**src/rtl/ps2_rx_fifo.sv**
```systemverilog
// ps2_rx_fifo: PS/2 keyboard receiver with glitch filter, frame checking, timeout and FWFT byte FIFO.
// Odd-parity enforcement is enabled by defining PS2_PARITY_CHECK_EN.
module ps2_rx_fifo #(
  parameter int FIFO_DEPTH     = 8,
  parameter int SYNC_STAGES    = 2,
  parameter int FILTER_LEN     = 4,
  parameter int TIMEOUT_CYCLES = 50000
) (
  input  logic                            clk,
  input  logic                            rst_n,
  input  logic                            io_keyboard_kb_clk,
  input  logic                            io_keyboard_kb_data,
  output logic [7:0]                      io_ctrl_data,
  output logic                            io_ctrl_valid,
  input  logic                            io_ctrl_ready,
  output logic [$clog2(FIFO_DEPTH+1)-1:0] io_ctrl_count,
  output logic                            io_ctrl_interrupt,
  output logic                            io_ctrl_overflow,
  output logic                            io_ctrl_frame_err,
  input  logic                            io_ctrl_err_clr
);
  localparam int CW = $clog2(FIFO_DEPTH+1);
  localparam int PW = $clog2(FIFO_DEPTH);
  localparam int FW = $clog2(FILTER_LEN+1);
  localparam int TW = $clog2(TIMEOUT_CYCLES+1);
  typedef enum logic [1:0] {IDLE, DATA, PARITY, STOP} state_t;
  state_t state_q, state_d;
  logic [SYNC_STAGES-1:0] ck_sync_q, dt_sync_q;
  logic sclk, sdata;
  logic filt_q, filt_d;
  logic [FW-1:0] fcnt_q, fcnt_d;
  logic fall;
  logic [TW-1:0] tcnt_q, tcnt_d;
  logic timeout;
  logic [2:0] idx_q;
  logic [7:0] shift_q;
  logic par_ok, push_req, ferr_set;
  logic [7:0] mem_q [FIFO_DEPTH];
  logic [PW-1:0] wr_ptr_q, rd_ptr_q;
  logic [CW-1:0] count_q, count_d;
  logic full, push, pop, ovf_set;
  logic intr_q, ovf_q, ferr_q;
  // Synchronisers idle high so reset looks like a quiet bus
  always_ff @(posedge clk or negedge rst_n)
    if (!rst_n) begin
      ck_sync_q <= '1;
      dt_sync_q <= '1;
    end else begin
      ck_sync_q <= {ck_sync_q[SYNC_STAGES-2:0], io_keyboard_kb_clk};
      dt_sync_q <= {dt_sync_q[SYNC_STAGES-2:0], io_keyboard_kb_data};
    end
  assign sclk  = ck_sync_q[SYNC_STAGES-1];
  assign sdata = dt_sync_q[SYNC_STAGES-1];
  always_comb begin
    fcnt_d = (sclk == filt_q || fcnt_q == FW'(FILTER_LEN-1)) ? '0 : fcnt_q + FW'(1);
    filt_d = (sclk != filt_q && fcnt_q == FW'(FILTER_LEN-1)) ? sclk : filt_q;
  end
  assign fall = filt_q & ~filt_d;
  always_ff @(posedge clk or negedge rst_n)
    if (!rst_n) begin
      filt_q <= 1'b1;
      fcnt_q <= '0;
      tcnt_q <= '0;
    end else begin
      filt_q <= filt_d;
      fcnt_q <= fcnt_d;
      tcnt_q <= tcnt_d;
    end
  assign tcnt_d  = (state_q == IDLE || fall) ? '0 : tcnt_q + TW'(1);
  assign timeout = state_q != IDLE && !fall && tcnt_q == TW'(TIMEOUT_CYCLES-1);
  always_ff @(posedge clk or negedge rst_n)
    if (!rst_n) state_q <= IDLE;
    else        state_q <= state_d;
  always_comb begin
    state_d = state_q;
    if (timeout) state_d = IDLE;
    else if (fall)
      case (state_q)
        IDLE:    state_d = sdata ? IDLE : DATA;
        DATA:    state_d = (idx_q == 3'd7) ? PARITY : DATA;
        PARITY:  state_d = STOP;
        default: state_d = IDLE;
      endcase
  end
  always_comb begin
    push_req = fall && state_q == STOP && sdata && par_ok;
    ferr_set = timeout || (fall && state_q == STOP && !(sdata && par_ok));
  end
  always_ff @(posedge clk or negedge rst_n)
    if (!rst_n) begin
      idx_q   <= '0;
      shift_q <= '0;
    end else if (fall) begin
      if (state_q == IDLE) idx_q <= '0;
      if (state_q == DATA) begin
        shift_q <= {sdata, shift_q[7:1]};
        idx_q   <= idx_q + 3'd1;
      end
    end
`ifdef PS2_PARITY_CHECK_EN
  logic par_q;
  always_ff @(posedge clk or negedge rst_n)
    if (!rst_n)                         par_q <= 1'b0;
    else if (fall && state_q == PARITY) par_q <= sdata;
  assign par_ok = ^{shift_q, par_q};
`else
  assign par_ok = 1'b1;
`endif
  assign full    = count_q == CW'(FIFO_DEPTH);
  assign pop     = io_ctrl_valid && io_ctrl_ready;
  assign push    = push_req && (!full || pop);
  assign ovf_set = push_req && full && !pop;
  assign count_d = count_q + CW'(push) - CW'(pop);
  always_ff @(posedge clk)
    if (push) mem_q[wr_ptr_q] <= shift_q;
  always_ff @(posedge clk or negedge rst_n)
    if (!rst_n) begin
      wr_ptr_q <= '0;
      rd_ptr_q <= '0;
      count_q  <= '0;
      intr_q   <= 1'b0;
      ovf_q    <= 1'b0;
      ferr_q   <= 1'b0;
    end else begin
      wr_ptr_q <= push ? wr_ptr_q + PW'(1) : wr_ptr_q;
      rd_ptr_q <= pop ? rd_ptr_q + PW'(1) : rd_ptr_q;
      count_q  <= count_d;
      intr_q   <= push;
      ovf_q    <= ovf_set ? 1'b1 : io_ctrl_err_clr ? 1'b0 : ovf_q;
      ferr_q   <= ferr_set ? 1'b1 : io_ctrl_err_clr ? 1'b0 : ferr_q;
    end
  assign io_ctrl_valid     = count_q != '0;
  assign io_ctrl_data      = io_ctrl_valid ? mem_q[rd_ptr_q] : '0;
  assign io_ctrl_count     = count_q;
  assign io_ctrl_interrupt = intr_q;
  assign io_ctrl_overflow  = ovf_q;
  assign io_ctrl_frame_err = ferr_q;
endmodule

```
**config.mk**
```make
export PLATFORM = sky130hd
export DESIGN_NAME = ps2_rx_fifo
export DESIGN_NICKNAME = d
export VERILOG_FILES = /design/src/rtl/ps2_rx_fifo.sv
export SDC_FILE = /design/constraint.sdc
export NUM_CORES = 1
export LEC_CHECK = 0
export CAP_MARGIN = 30
export CORE_MARGIN = 2
export CORE_UTILIZATION = 49
export CTS_CLUSTER_DIAMETER = 50
export DETAILED_ROUTE_END_ITERATION = 6
export GPL_ROUTABILITY_DRIVEN = 0
export PLACE_DENSITY = 0.65
export SYNTH_ARGS = -nofsm -noshare
export SYNTH_HDL_FRONTEND = slang
export SYNTH_SLANG_ARGS = --single-unit
```
**constraint.sdc**
```tcl
create_clock -name clk -period 2.8 [get_ports clk]
set_clock_uncertainty 0.15 [all_clocks]
set_input_delay 0.56 -clock clk [delete_from_list [all_inputs] [get_ports clk]]
set_output_delay 0.56 -clock clk [all_outputs]
set_load 0.1 [all_outputs]
```
Word level (Yosys, flattened, before mapping)
Memories as Yosys holds them, arrays and structs flattened.
Index checks and enable logic that the tools add are counted.
{"block": "word_totals", "regBits": 50, "ramBits": 64, "input_bits": 6, "out_inout_bits": 16, "word_cells": 76, "memories": 1}
{"memory": "mem_q", "words": 8, "width": 8, "read_ports": 1, "rd_clocked_by_memory_dff": 0, "write_ports": 1, "line": "38", "rtl": "logic [7:0] mem_q [FIFO_DEPTH];"}
{"block": "op_classes", "addsub": 7, "eq_ne": 9, "mux": 16, "bitwise_logic": 2, "reduce_logical": 27}
{"cell": "$add A16 B1 Y16 const B", "count": 1}
{"cell": "$eq A16 B16 Y1 const B", "count": 1}
{"cell": "$mux W16", "count": 1}
{"cell": "$add A3 B1 Y3 const B", "count": 4}
{"cell": "$logic_and A1 B1 Y1", "count": 10}
{"cell": "$reduce_bool A2 Y1", "count": 5}
{"cell": "$mux W3", "count": 3}
{"cell": "$mux W8", "count": 1}
{"cell": "$mux W1", "count": 7}
{"cell": "$mux W2", "count": 3}
{"cell": "$pmux W2 S3", "count": 1}
{"cell": "$add A4 B1 Y4", "count": 1}
{"cell": "$eq A2 B2 Y1 const B", "count": 2}
{"cell": "$eq A4 B4 Y1 const B", "count": 1}
{"cell": "$logic_not A1 Y1", "count": 4}
{"cell": "$logic_or A1 B1 Y1", "count": 4}
{"cell": "$reduce_and A2 Y1", "count": 2}
{"cell": "$reduce_bool A4 Y1", "count": 1}
{"cell": "$sub A4 B1 Y4", "count": 1}
{"cell": "$eq A3 B2 Y1 const B", "count": 1}
{"cell": "$eq A3 B3 Y1 const B", "count": 1}
{"cell": "$eq A2 B1 Y1 const B", "count": 1}
{"cell": "$logic_not A2 Y1", "count": 1}
{"cell": "$and A1 B1 Y1", "count": 1}
{"cell": "other kinds (3)", "count": 3}

Depth between registers and ports, before layout
Gate-level depths: netlist (run 1).
{"block": "logic_depth", "word_depth": 10, "depth_mapped": 11, "depth_no_buf": 11}

Least setup slack after synthesis (run 1)
Ideal clock, no wire load.
{"block": "synth_path", "path_type": "reg2reg", "start": "register count_q[2], in the netlist io_ctrl_count[2]", "end": "register count_q[1], in the netlist io_ctrl_count[1]", "setup_time_ns": 0.114, "arrival_time_ns": 3.621, "t_required_ns": 2.536, "path_slack_ns": -1.086, "stages_incl_launch_ff": 12, "path_buffers": 0, "synth_period_minus_slack_ns": 3.886, "path_cell_list": "dfrtp_1 > inv_1 > ha_1 > nor3b_2 > inv_1 > nand2_1 > or2_2 > o21ai_0 > ha_1 > inv_1 > fa_1 > inv_1"}
{"block": "synth_between", "elab_chain_cells": 6, "elab_cells_between_ends": 8, "classes_between": "add/sub (2); eq/ne (1); reduce/logical (5)"}
{"element": "start, declared", "line": "40", "rtl": "logic [CW-1:0] count_q, count_d;"}
{"element": "start signal, assigned", "line": "127", "rtl": "count_q <= count_d;"}
{"element": "$reduce_bool A4 Y1 *", "line": "132", "rtl": "assign io_ctrl_valid = count_q != '0;"}
{"element": "via io_ctrl_valid", "line": "14", "rtl": "output logic io_ctrl_valid,"}
{"element": "$logic_and A1 B1 Y1 *", "line": "110", "rtl": "assign pop = io_ctrl_valid && io_ctrl_ready;"}
{"element": "$logic_or A1 B1 Y1", "line": "111", "rtl": "assign push = push_req && (!full || pop);"}
{"element": "$logic_and A1 B1 Y1", "line": "111"}
{"element": "$add A4 B1 Y4", "line": "113", "rtl": "assign count_d = count_q + CW'(push) - CW'(pop);"}
{"element": "$sub A4 B1 Y4 *", "line": "113"}
{"element": "via count_d[1]", "line": "40"}
Mark *: on every way through the listed nets, which the timed path passes. The rest lies on a longest branch.
A chain may end at the register's enable or synchronous reset.

Final worst setup path (run 1)
{"block": "layout_path", "start": "register rd_ptr_q[0]", "end": "output io_ctrl_data[4]"}
{"block": "layout_between", "elab_chain_cells": 2}
{"element": "start, declared", "line": "39", "rtl": "logic [PW-1:0] wr_ptr_q, rd_ptr_q;"}
{"element": "start signal, assigned", "line": "126", "rtl": "rd_ptr_q <= pop ? rd_ptr_q + PW'(1) : rd_ptr_q;"}
{"element": "$mem_v2 Z8 W8"}
{"element": "$mux W8", "line": "133", "rtl": "assign io_ctrl_data = io_ctrl_valid ? mem_q[rd_ptr_q] : '0;"}
{"element": "end, declared", "line": "13", "rtl": "output logic [7:0] io_ctrl_data,"}
No other way between the ends.

==> results of run 1 <==
==> metal layers <==
| metal | up-vias | GRT usage |
|---|---|---|
| met4 | 0 | 0.0597 |
| met2 | 36 | 0.280 |
| met3 | 5 | 0.0529 |
| met1 | 1304 | 0.244 |
| li1 | 1258 | - |
| met5 | - | 0 |
==> synth_stat cells, drive strengths merged <==
library cell  count
a211o             1
a21o              1
edfxtp           64
nand2            14
o22ai             1
mux2i             8
nand3             9
buf               5
fa                1
mux4             16
nand3b            1
or4               1
a21oi             6
o21ai             6
or2               1
nor2             38
ha               12
nor4              5
xor2              4
nor3             10
mux2             11
or3               2
nor4b             1
clkbuf            2
a32o              1
dfrtp            45
nor3b             3
nand4b            1
dfstp             5
nand2b            4
nand4             4
xnor2            15
inv              16
==> what timing repair did <==
action                                  in CTS  in global routing
hold endpoints to repair                    15                  0
resized for setup                            5                  2
endpoints found under the setup margin       8                  7
buffers inserted                             0                  1
hold buffers                                 1                  0
==> registers in the layout (all words and copies together) (netlist names) <==
| name | flops |
|---|---|
| ck_sync_q | 2 |
| io_ctrl_interrupt | 1 |
| state_q | 2 |
| io_ctrl_overflow | 1 |
| io_ctrl_count | 4 |
| filt_q | 1 |
| wr_ptr_q | 3 |
| fcnt_q | 3 |
| rd_ptr_q | 3 |
| io_ctrl_frame_err | 1 |
| tcnt_q | 16 |
| dt_sync_q | 2 |
| shift_q | 8 |
| mem_q | 64 |
| idx_q | 3 |
==> worst register-to-register path: stages, from the launching register on <==
cell,delay (ns)
dfrtp_1,0.39
ha_1,0.22
ha_1,0.26
nand4b_4,0.17
nor2_2,0.09
or2_2,0.33
o21ai_1,0.09
ha_2,0.20
inv_2,0.04
fa_1,0.37
xnor2_1,0.14
==> logic make-up after synthesis <==
family,after synthesis,share of synthesized area
xor+xnor,19,0.0348
buf+inv,23,0.0209
flops,114,0.664
mux,35,0.118
simple gates,94,0.107
compound gates,16,0.0201
fa+ha+maj,13,0.0355
==> final timing paths <==
kind                       cells after the start  slack, ns          endpoint
max                                            5       0.04   io_ctrl_data[4]
min                                            0       0.20      ck_sync_q[1]
max reg2reg                                   10       0.25  io_ctrl_count[2]
min reg2reg                                    0       0.20      ck_sync_q[1]
max in group asynchronous                      3       1.46      ck_sync_q[1]
min in group asynchronous                      2       0.37          idx_q[2]
==> per-stage QoR <==
| step | hold WS (ns) | cells | utilization |
|---|---|---|---|
| 4_1_cts | 0.206 | 508 | 0.613 |
| 5_1_grt | 0.206 | 509 | 0.614 |
| 3_5_place_dp | 0.198 | 476 | 0.555 |
| 3_3_place_gp | 0.197 | 476 | 0.555 |
| 2_1_floorplan | 0.114 | 314 | - |
| 6_report | 0.205 | 509 | 0.614 |
==> final cells by class <==
type                       count  area share
sequential                   114       0.539
multi-input combinational    177       0.260
timing repair buffer          38      0.0716
clock buffer                  18      0.0706
tap                          133      0.0281
clock inverter                13      0.0194
inverter                      16      0.0112
==> power groups by stage <==
| stage | clock, mW | combinational [mW] | sequential, mW |
|---|---|---|---|
| after floorplan | 0 | 0.796 | 2.24 |
| after global placement | 0 | 1.22 | 2.13 |
| after detailed placement | 0 | 1.24 | 2.14 |
| after CTS | 1.94 | 1.26 | 2.12 |
| after global routing | 2.03 | 1.36 | 2.14 |
| final | 1.90 | 1.26 | 2.11 |
==> flow_metrics.tcl, run 1 <==
set metrics [dict create \
    multi_input_area_sq_mm 0.00154 \
    worstSkewPairLatency_ns 0.50 \
    cts-root-to-sink-buffers 2 \
    cp.buffers_inverters 2 \
    worst-path-max-fanout 6 \
    ant_nets 0 \
    area_share_of_the_leading_cell_type_in_the_synthesized_netlist 0.401 \
    max_slew_margin 0.481 \
    yosysSeqAreaShare 0.664 \
    pwr-share-comb 0.239 \
    rsz0062_at_grt "true" \
    timing.setup.critical_path_class "reg -> out" \
    fillerInstances 749 \
    final_design_area_no_fill_sq_mm 0.00592 \
    grt_pass1_vias 2616 \
    route.vias.total 2603 \
    cts_made_buffers 17 \
    total_switching_power_mw 1.71 \
    port_buffers 21 \
    setup_violations 0 \
    power.share.switching 0.324 \
    ys.warnings.count 0 \
    io_pins 22 \
    clkTransAtPathRegs_ns 0.05 \
    placedInstanceArea_sq_mm 0.00535 \
    p_leak_nw 2.31 \
    wl_met3_microns 245 \
    timing.critical_path.slowest_stage_cell "mux4_2" \
    start_kind "register" \
    drt_first_pass_iters 7 \
    postSynthCellCount 314 \
    actual_slew_at_the_worst_max_slew_pin_ns 0.778 \
    n_antenna_cell 0 \
    required_ns 2.09 \
    slew_viol_final 0 \
    pre_cts_slack_ns 0.180 \
    post-layout-total-power_mw 5.28 \
    floorplan.die.height_microns 103 \
    layout_min_cycle_time_ns 2.76 \
    initial_utilization 0.497 \
    area_growth_from_synthesis_to_final_layout_pct 23.7 \
    seq_area_sq_mm 0.00319 \
    power.internal_mw 3.57 \
    syn_nets 333 \
    final_report_hold_violation_count 0 \
    seq_power_share 0.400 \
    cp_slowest_stage_delay_ns 0.52 \
    hold_path_startpoint "ck_sync_q[0]" \
    worst_path_cell_trace "buf_6 -> mux4_2 -> mux2i_2 -> nor2_1 -> buf_12" \
    cts-root-buf "clkbuf_8" \
    power_density_mw_per_mm2 891 \
    detailedPlacementHpwl_microns 5240 \
    worstSetupEndpointType "primary output" \
    final.period_utilization 0.986 \
    ir_worst_vdd_mv 0.615 \
    seq_cells_post_synth 114 \
    mostFrequentLayoutCell "edfxtp_1" \
    yosys-top-cells-area "edfxtp_1, dfrtp_1, mux4_2, ha_1, nor2_1" \
    clkSinkCount 114 \
    grt_max_degree 23 \
    status "finished clean" \
    synthesis.area_sq_mm 0.00479 \
    top_signal_layer_used "met4" \
    drt_drc_violations_left 0 \
    h-tree-depth 4 \
    global_route_usage_over_all_layers 0.179 \
    route.met2.wl_microns 4140 \
    layout.cells.most_common_list "edfxtp_1, dfrtp_1, nor2_1, buf_4" \
    clock_power_share 0.361 \
    hp-class "reg -> reg" \
    cp-startpoint "rd_ptr_q[0]" \
    crit_family "multiplexers" \
    numnets_final 383 \
    floorplan.core_area_sq_mm 0.00964 \
    synthesis.area_per_instance_sq_um 15.2 \
    max_freq_ghz 0.362 \
    synthDistinctLibCells 46 \
    routed_wire_length_per_instance_microns 16.3 \
    worstPathArrival_ns 2.05 \
    die-width_microns 103 \
    die-area_sq_mm 0.0106 \
    fp_rows 36 \
    r2r_start "fcnt_q[0]" \
    synth.largest_area_cell "edfxtp_1" \
    tritoncts "yes" \
    drt-met1-wl_microns 3830 \
    drv.max_cap_violation_count 0 \
    grt_overflow 0 \
    grt_first_pass_wirelength_microns 13700 \
    antenna_found_initial 0 \
    detailed_router_s_first_iteration_violation_count 114 \
    setup_slack_ns 0.0405 \
    totalNegativeSetupSlack_ns 0 \
    route.final.wire_length_microns 8270 \
    avgViaCountPerCell 5.11 \
    drive_gt1_frac 0.322 \
]
Power figures use the tool's default switching activity.
==> run 2, diff against run 1 <==
--- a/config.mk
+++ b/config.mk
@@ -7,11 +7,11 @@
 export LEC_CHECK = 0
 export CAP_MARGIN = 30
 export CORE_MARGIN = 2
-export CORE_UTILIZATION = 49
+export CORE_UTILIZATION = 47
 export CTS_CLUSTER_DIAMETER = 50
 export DETAILED_ROUTE_END_ITERATION = 6
 export GPL_ROUTABILITY_DRIVEN = 0
-export PLACE_DENSITY = 0.65
+export PLACE_DENSITY = 0.63
 export SYNTH_ARGS = -nofsm -noshare
 export SYNTH_HDL_FRONTEND = slang
 export SYNTH_SLANG_ARGS = --single-unit
==> run 2 against run 1 <==
  * Via count is essentially flat
  * Register-to-register slack gained 0.06 ns
  * Final area grew 0.80%
  * First-iteration DRC count grew 16%
  * Sequential power shrank 2%
  * Sequential share of layout area shrank 0.47 points
  * Flip-flop and latch count is the same
  * Critical path depth is the same
  * Die area grew 4.1%
  * Hold slack gained 0.0066 ns
  * Clock power grew 8%
  * Combinational power grew 6%
  * Critical path type unchanged
  * Highest routed layer unchanged
==> flow_metrics.tcl, run 2 (synthesis gave the netlist of run 1 again) <==
set metrics [dict create \
    crit_family "multiplexers" \
    final.period_utilization 0.977 \
    antenna_found_initial 0 \
    h-tree-depth 4 \
    floorplan.core_area_sq_mm 0.00982 \
    fp_rows 36 \
    timing.critical_path.slowest_stage_cell "mux4_2" \
    regMostFlops "mem_q" \
    layout.cells.most_common_list "edfxtp_1, dfrtp_1, nor2_1, buf_4" \
    worst_path_cell_trace "buf_12 -> mux4_2 -> mux2i_1 -> nor2_1 -> buf_12" \
    max_slew_margin 0.486 \
    status "finished clean" \
    area_growth_from_synthesis_to_final_layout_pct 24.7 \
    route.final.wire_length_microns 8470 \
    grt_pass1_vias 2717 \
    slew_viol_final 0 \
    worstSkewPairLatency_ns 0.50 \
    n_antenna_cell 0 \
    crit_top_cell "buf_12" \
    required_ns 2.09 \
    ant_nets 0 \
    number_of_placed_instances_with_taps_included 475 \
    port_buffers 21 \
    numnets_final 382 \
    p_leak_nw 2.32 \
    drv.max_cap_violation_count 0 \
    die-width_microns 105 \
    fin_cells 509 \
    worstPathArrival_ns 2.02 \
    timing.setup.critical_path_class "reg -> out" \
    route.vias.total 2601 \
    tritoncts "yes" \
    drt_first_pass_iters 4 \
    clkTransAtPathRegs_ns 0.06 \
    initial_utilization 0.488 \
    cts-root-buf "clkbuf_8" \
    hp-class "reg -> reg" \
    cts-root-to-sink-buffers 2 \
    ir_worst_vdd_mv 0.608 \
    layout_min_cycle_time_ns 2.73 \
    mostFrequentLayoutCell "edfxtp_1" \
    worstSetupEndpointType "primary output" \
    setup_violations 0 \
    max_freq_ghz 0.366 \
    grt_overflow 0 \
    actual_slew_at_the_worst_max_slew_pin_ns 0.770 \
    pre_cts_slack_ns 0.189 \
    cp.buffers_inverters 2 \
    power_density_mw_per_mm2 913 \
    layout_top_registers "mem_q (64), tcnt_q (16), shift_q (8)" \
    drive_gt1_frac 0.324 \
    cts_made_buffers 17 \
    global_route_usage_over_all_layers 0.173 \
    grt_first_pass_wirelength_microns 14400 \
    clkSinkCount 114 \
    worst-path-max-fanout 11 \
    grt_max_degree 19 \
    largest_register_ffs 64 \
    die-area_sq_mm 0.0110 \
    start_kind "register" \
    totalNegativeSetupSlack_ns 0 \
    routed_wire_length_per_instance_microns 16.6 \
    setup_slack_ns 0.0656 \
    detailedPlacementHpwl_microns 5330 \
    drt_drc_violations_left 0 \
    avgViaCountPerCell 5.11 \
    io_pins 22 \
    cp_slowest_stage_delay_ns 0.52 \
    floorplan.die.height_microns 105 \
    final_report_hold_violation_count 0 \
    rsz0062_at_grt "true" \
    detailed_router_s_first_iteration_violation_count 132 \
]
## run 2: cell count changes in the layout (fill, tap and decap cells not counted), moves of 2 or more
| cell | change |
|---|---|
| clkinvlp_4 | +2 |
| buf_4 | -2 |
| inv_6 | +3 |
| dfrtp_1 | +2 |
| clkinv_2 | -2 |
| nor2_1 | -2 |
| nor2_2 | +2 |
| clkinv_4 | -2 |
| dfrtp_2 | -2 |
## run 2: timing repair
| item | CTS | global route |
|---|---|---|
| resized for setup | 1 | 6 |
| endpoints found under the hold margin | 15 | 0 |
| buffers inserted | 0 | 1 |
| setup endpoints to repair | 4 | 7 |
| hold buffers | 1 | 0 |
## run 2: layout make-up
cell class,count,area [sq um]
Fill cell,747,3850
Sequential cell,114,3190
Multi-Input combinational cell,177,1550
Timing Repair Buffer,37,429
Clock buffer,18,418
Tap cell,133,166
Clock inverter,14,155
Inverter,16,66.3
## run 2: final timing paths
path | startpoint | end | slack (ns) | depth (start not counted)
setup / recovery | rd_ptr_q[0] | io_ctrl_data[7] | 0.07 | 5
hold / removal | ck_sync_q[0] | ck_sync_q[1] | 0.21 | 0
setup reg to reg | fcnt_q[0] | io_ctrl_count[1] | 0.31 | 10
hold reg to reg | ck_sync_q[0] | ck_sync_q[1] | 0.21 | 0
max in group asynchronous | rst_n | ck_sync_q[1] | 1.48 | 3
min in group asynchronous | rst_n | io_ctrl_count[3] | 0.38 | 2
## run 2: where the power goes
| group | total [mW] | internal, mW | switching [mW] |
|---|---|---|---|
| combinational | 1.33 | 0.528 | 0.801 |
| sequential | 2.07 | 1.89 | 0.172 |
| clock | 2.05 | 1.27 | 0.779 |
## run 2: worst register-to-register path: stages, from the launching register on
cell and delay, ns:
dfrtp_1 0.38, ha_1 0.20, ha_1 0.25, nand4b_4 0.17
nor2_2 0.08, or2_2 0.33, o21ai_1 0.09, ha_2 0.20
inv_2 0.04, fa_1 0.47, inv_1 0.04
## run 2: per-stage QoR
step | power [mW] | util | cell area, sq um | hold slack, ns
2_1_floorplan | 3.04 | - | 4830 | 0.114
3_3_place_gp | 3.38 | 0.545 | 5360 | 0.198
3_5_place_dp | 3.40 | 0.545 | 5360 | 0.198
4_1_cts | 5.48 | 0.605 | 5940 | 0.212
5_1_grt | 5.69 | 0.608 | 5970 | 0.216
6_report | 5.45 | 0.608 | 5970 | 0.211
## run 2: per-layer routing
metal	GRT usage	part of all wire	vias up
met5	0	0	-
met4	0.0629	0.0066	0
met1	0.226	0.45	1295
met3	0.0455	0.036	5
li1	-	-	1256
met2	0.279	0.51	45
==> run 3, diff against run 2 <==
--- a/config.mk
+++ b/config.mk
@@ -5,13 +5,16 @@
 export SDC_FILE = /design/constraint.sdc
 export NUM_CORES = 1
 export LEC_CHECK = 0
-export CAP_MARGIN = 30
+export CAP_MARGIN = 20
+export CELL_PAD_IN_SITES_DETAIL_PLACEMENT = 0
+export CELL_PAD_IN_SITES_GLOBAL_PLACEMENT = 1
 export CORE_MARGIN = 2
 export CORE_UTILIZATION = 47
 export CTS_CLUSTER_DIAMETER = 50
 export DETAILED_ROUTE_END_ITERATION = 6
 export GPL_ROUTABILITY_DRIVEN = 0
-export PLACE_DENSITY = 0.63
+export HOLD_SLACK_MARGIN = 0.02
+export PLACE_DENSITY = 0.72
 export SYNTH_ARGS = -nofsm -noshare
 export SYNTH_HDL_FRONTEND = slang
 export SYNTH_SLANG_ARGS = --single-unit
==> run 3 against run 2 <==
  * Critical path type unchanged
  * Highest routed layer unchanged
  * Critical endpoint is now io_ctrl_data[5]
  * The flow now finishes with violations (negative setup slack)
  * Via count increased by 1.2%
  * Final area rose by 0.61%
  * Non-clock buffer count grew 1
  * Utilization increased by 0.37 points
==> flow_metrics.tcl, run 3 (synthesis gave the netlist of run 1 again) <==
set metrics [dict create \
    die-area_sq_mm 0.0110 \
    status "complete, but fails checks" \
    slew_viol_final 0 \
    routed_wire_length_per_instance_microns 16.7 \
    tritoncts "yes" \
    placedInstanceArea_sq_mm 0.00536 \
    worstSetupEndpointType "primary output" \
    fillerInstances 783 \
    r2r.worst_path.cells 10 \
    final_report_hold_violation_count 0 \
    drt_drc_violations_left 0 \
    port_buffers 21 \
    mostFrequentLayoutCell "edfxtp_1" \
    layout_top_registers "mem_q (64), tcnt_q (16), shift_q (8)" \
    rsz0062_at_grt "true" \
    grt_first_pass_wirelength_microns 14400 \
    gr-usage-met1 0.222 \
    required_ns 2.09 \
    violations "negative setup slack" \
    route.final.wire_length_microns 8520 \
    ant_nets 0 \
    antenna_found_initial 0 \
    cts_made_buffers 17 \
    initial_utilization 0.488 \
    hold_path_startpoint "dt_sync_q[0]" \
    timing.setup.critical_path_class "reg -> out" \
    worst-path-max-fanout 8 \
    detailedPlacementHpwl_microns 5340 \
    end_of_the_worst_hold_path "dt_sync_q[1]" \
    number_of_placed_instances_with_taps_included 475 \
    numnets_final 383 \
    global_route_usage_over_all_layers 0.176 \
    drive_gt1_frac 0.332 \
    grt_max_degree 22 \
    grt_pass1_vias 2744 \
    setup_violations 1 \
    hp-class "reg -> reg" \
    floorplan.core_area_sq_mm 0.00982 \
    grt_overflow 0 \
    use_met3 0.0455 \
    io_pins 22 \
    post-route-util 0.612 \
    regMostFlops "mem_q" \
    worstPathArrival_ns 2.09 \
    worstSkewPairLatency_ns 0.51 \
    clkTransAtPathRegs_ns 0.06 \
    cts-root-to-sink-buffers 2 \
    ir_worst_vdd_mv 0.450 \
    hold_path_depth 0 \
    post-layout-total-power_mw 5.51 \
    area_growth_from_synthesis_to_final_layout_pct 25.5 \
    layout_min_cycle_time_ns 2.80 \
    busiest_layer "met2" \
    h-tree-depth 4 \
    power_density_mw_per_mm2 918 \
    die-width_microns 105 \
    fin_cells 510 \
    final_design_area_no_fill_sq_mm 0.00601 \
    layout.cells.most_common_list "edfxtp_1, dfrtp_1, nor2_1, buf_4" \
    r2r_start "fcnt_q[0]" \
    avgViaCountPerCell 5.16 \
    p_leak_nw 2.35 \
    max_slew_margin 0.485 \
    drv.max_cap_violation_count 0 \
    drt_first_pass_iters 5 \
    totalNegativeSetupSlack_ns -0.00361 \
    clkSinkCount 114 \
    detailed_router_s_first_iteration_violation_count 93 \
    actual_slew_at_the_worst_max_slew_pin_ns 0.772 \
    largest_register_ffs 64 \
    r2r-end "io_ctrl_count[1]" \
    n_antenna_cell 0 \
    max_freq_ghz 0.357 \
    cts-root-buf "clkbuf_8" \
    setup_slack_ns -0.00361 \
    fp_rows 36 \
    r2r_slack_ns 0.28 \
    final.period_utilization 1.00 \
    grtUsageMet2 0.288 \
    floorplan.die.height_microns 105 \
    start_kind "register" \
    route.vias.total 2631 \
]
==> run 3: changes by cell type in the layout (fill, tap and decap cells not counted), sizes merged <==
cell | previous run | this run
buf | 32 | 33
bufinv | 2 | 3
clkbuf | 18 | 19
clkinv | 3 | 6
clkinvlp | 6 | 4
inv | 19 | 16
==> run 3: worst max-delay path, cell delays in order (launching register included) <==
cell and delay [ns]:
dfrtp_2 0.46, buf_12 0.17, mux4_2 0.53, mux2i_2 0.17
nor2_2 0.07, buf_12 0.16
==> run 3: stage by stage <==
| step | hold WS [ns] | setup WS (ns) |
|---|---|---|
| 2_1_floorplan | 0.114 | -0.337 |
| 3_3_place_gp | 0.196 | 0.222 |
| 3_5_place_dp | 0.197 | 0.194 |
| 4_1_cts | 0.205 | -0.0427 |
| 5_1_grt | 0.212 | -0.0864 |
| 6_report | 0.204 | -0.00361 |
==> run 3: worst max-delay path by stage <==
stage                           from               end  slack [ns]  cells past startpoint
floorplan           io_ctrl_count[3]  io_ctrl_count[1]       -0.34                     11
global placement       io_ctrl_ready  io_ctrl_count[2]        0.22                      8
detailed placement     io_ctrl_ready  io_ctrl_count[2]        0.19                      8
CTS                      rd_ptr_q[0]   io_ctrl_data[5]       -0.04                      5
global route             rd_ptr_q[0]   io_ctrl_data[5]       -0.09                      5
finish                   rd_ptr_q[0]   io_ctrl_data[5]      -0.004                      5
==> run 3: final cells by class <==
cell class / count / area, sq um / share of cell area
clock buffers: 19 / 432 / 0.0719
clock inverters: 13 / 161 / 0.0269
inverters: 16 / 66.3 / 0.0110
multi-input cells: 177 / 1550 / 0.258
flip-flops and latches: 114 / 3190 / 0.531
well taps: 133 / 166 / 0.0277
repair buffers: 38 / 440 / 0.0733
==> run 3: routing by layer <==
| metal | wire length, microns | share of wire |
|---|---|---|
| met1 | 3690 | 0.43 |
| met2 | 4470 | 0.52 |
| met3 | 231 | 0.027 |
| met4 | 131 | 0.015 |
| met5 | 0 | 0 |
==> run 3: repair_timing <==
action                                 4_1_cts  5_1_grt
hold buffers                                 1        0
buffers inserted                             1        0
setup endpoints to repair                    8        8
pin swaps                                    0        0
endpoints found under the hold margin       10        0
gates cloned                                 1        0
resized for setup                            3        4
==> run 3: where the power goes <==
part | internal, mW | switching [mW] | leakage [nW]
logic | 0.526 | 0.761 | 0.811
registers | 1.90 | 0.222 | 1.25
clock network | 1.38 | 0.732 | 0.282
total | 3.80 | 1.71 | 2.35
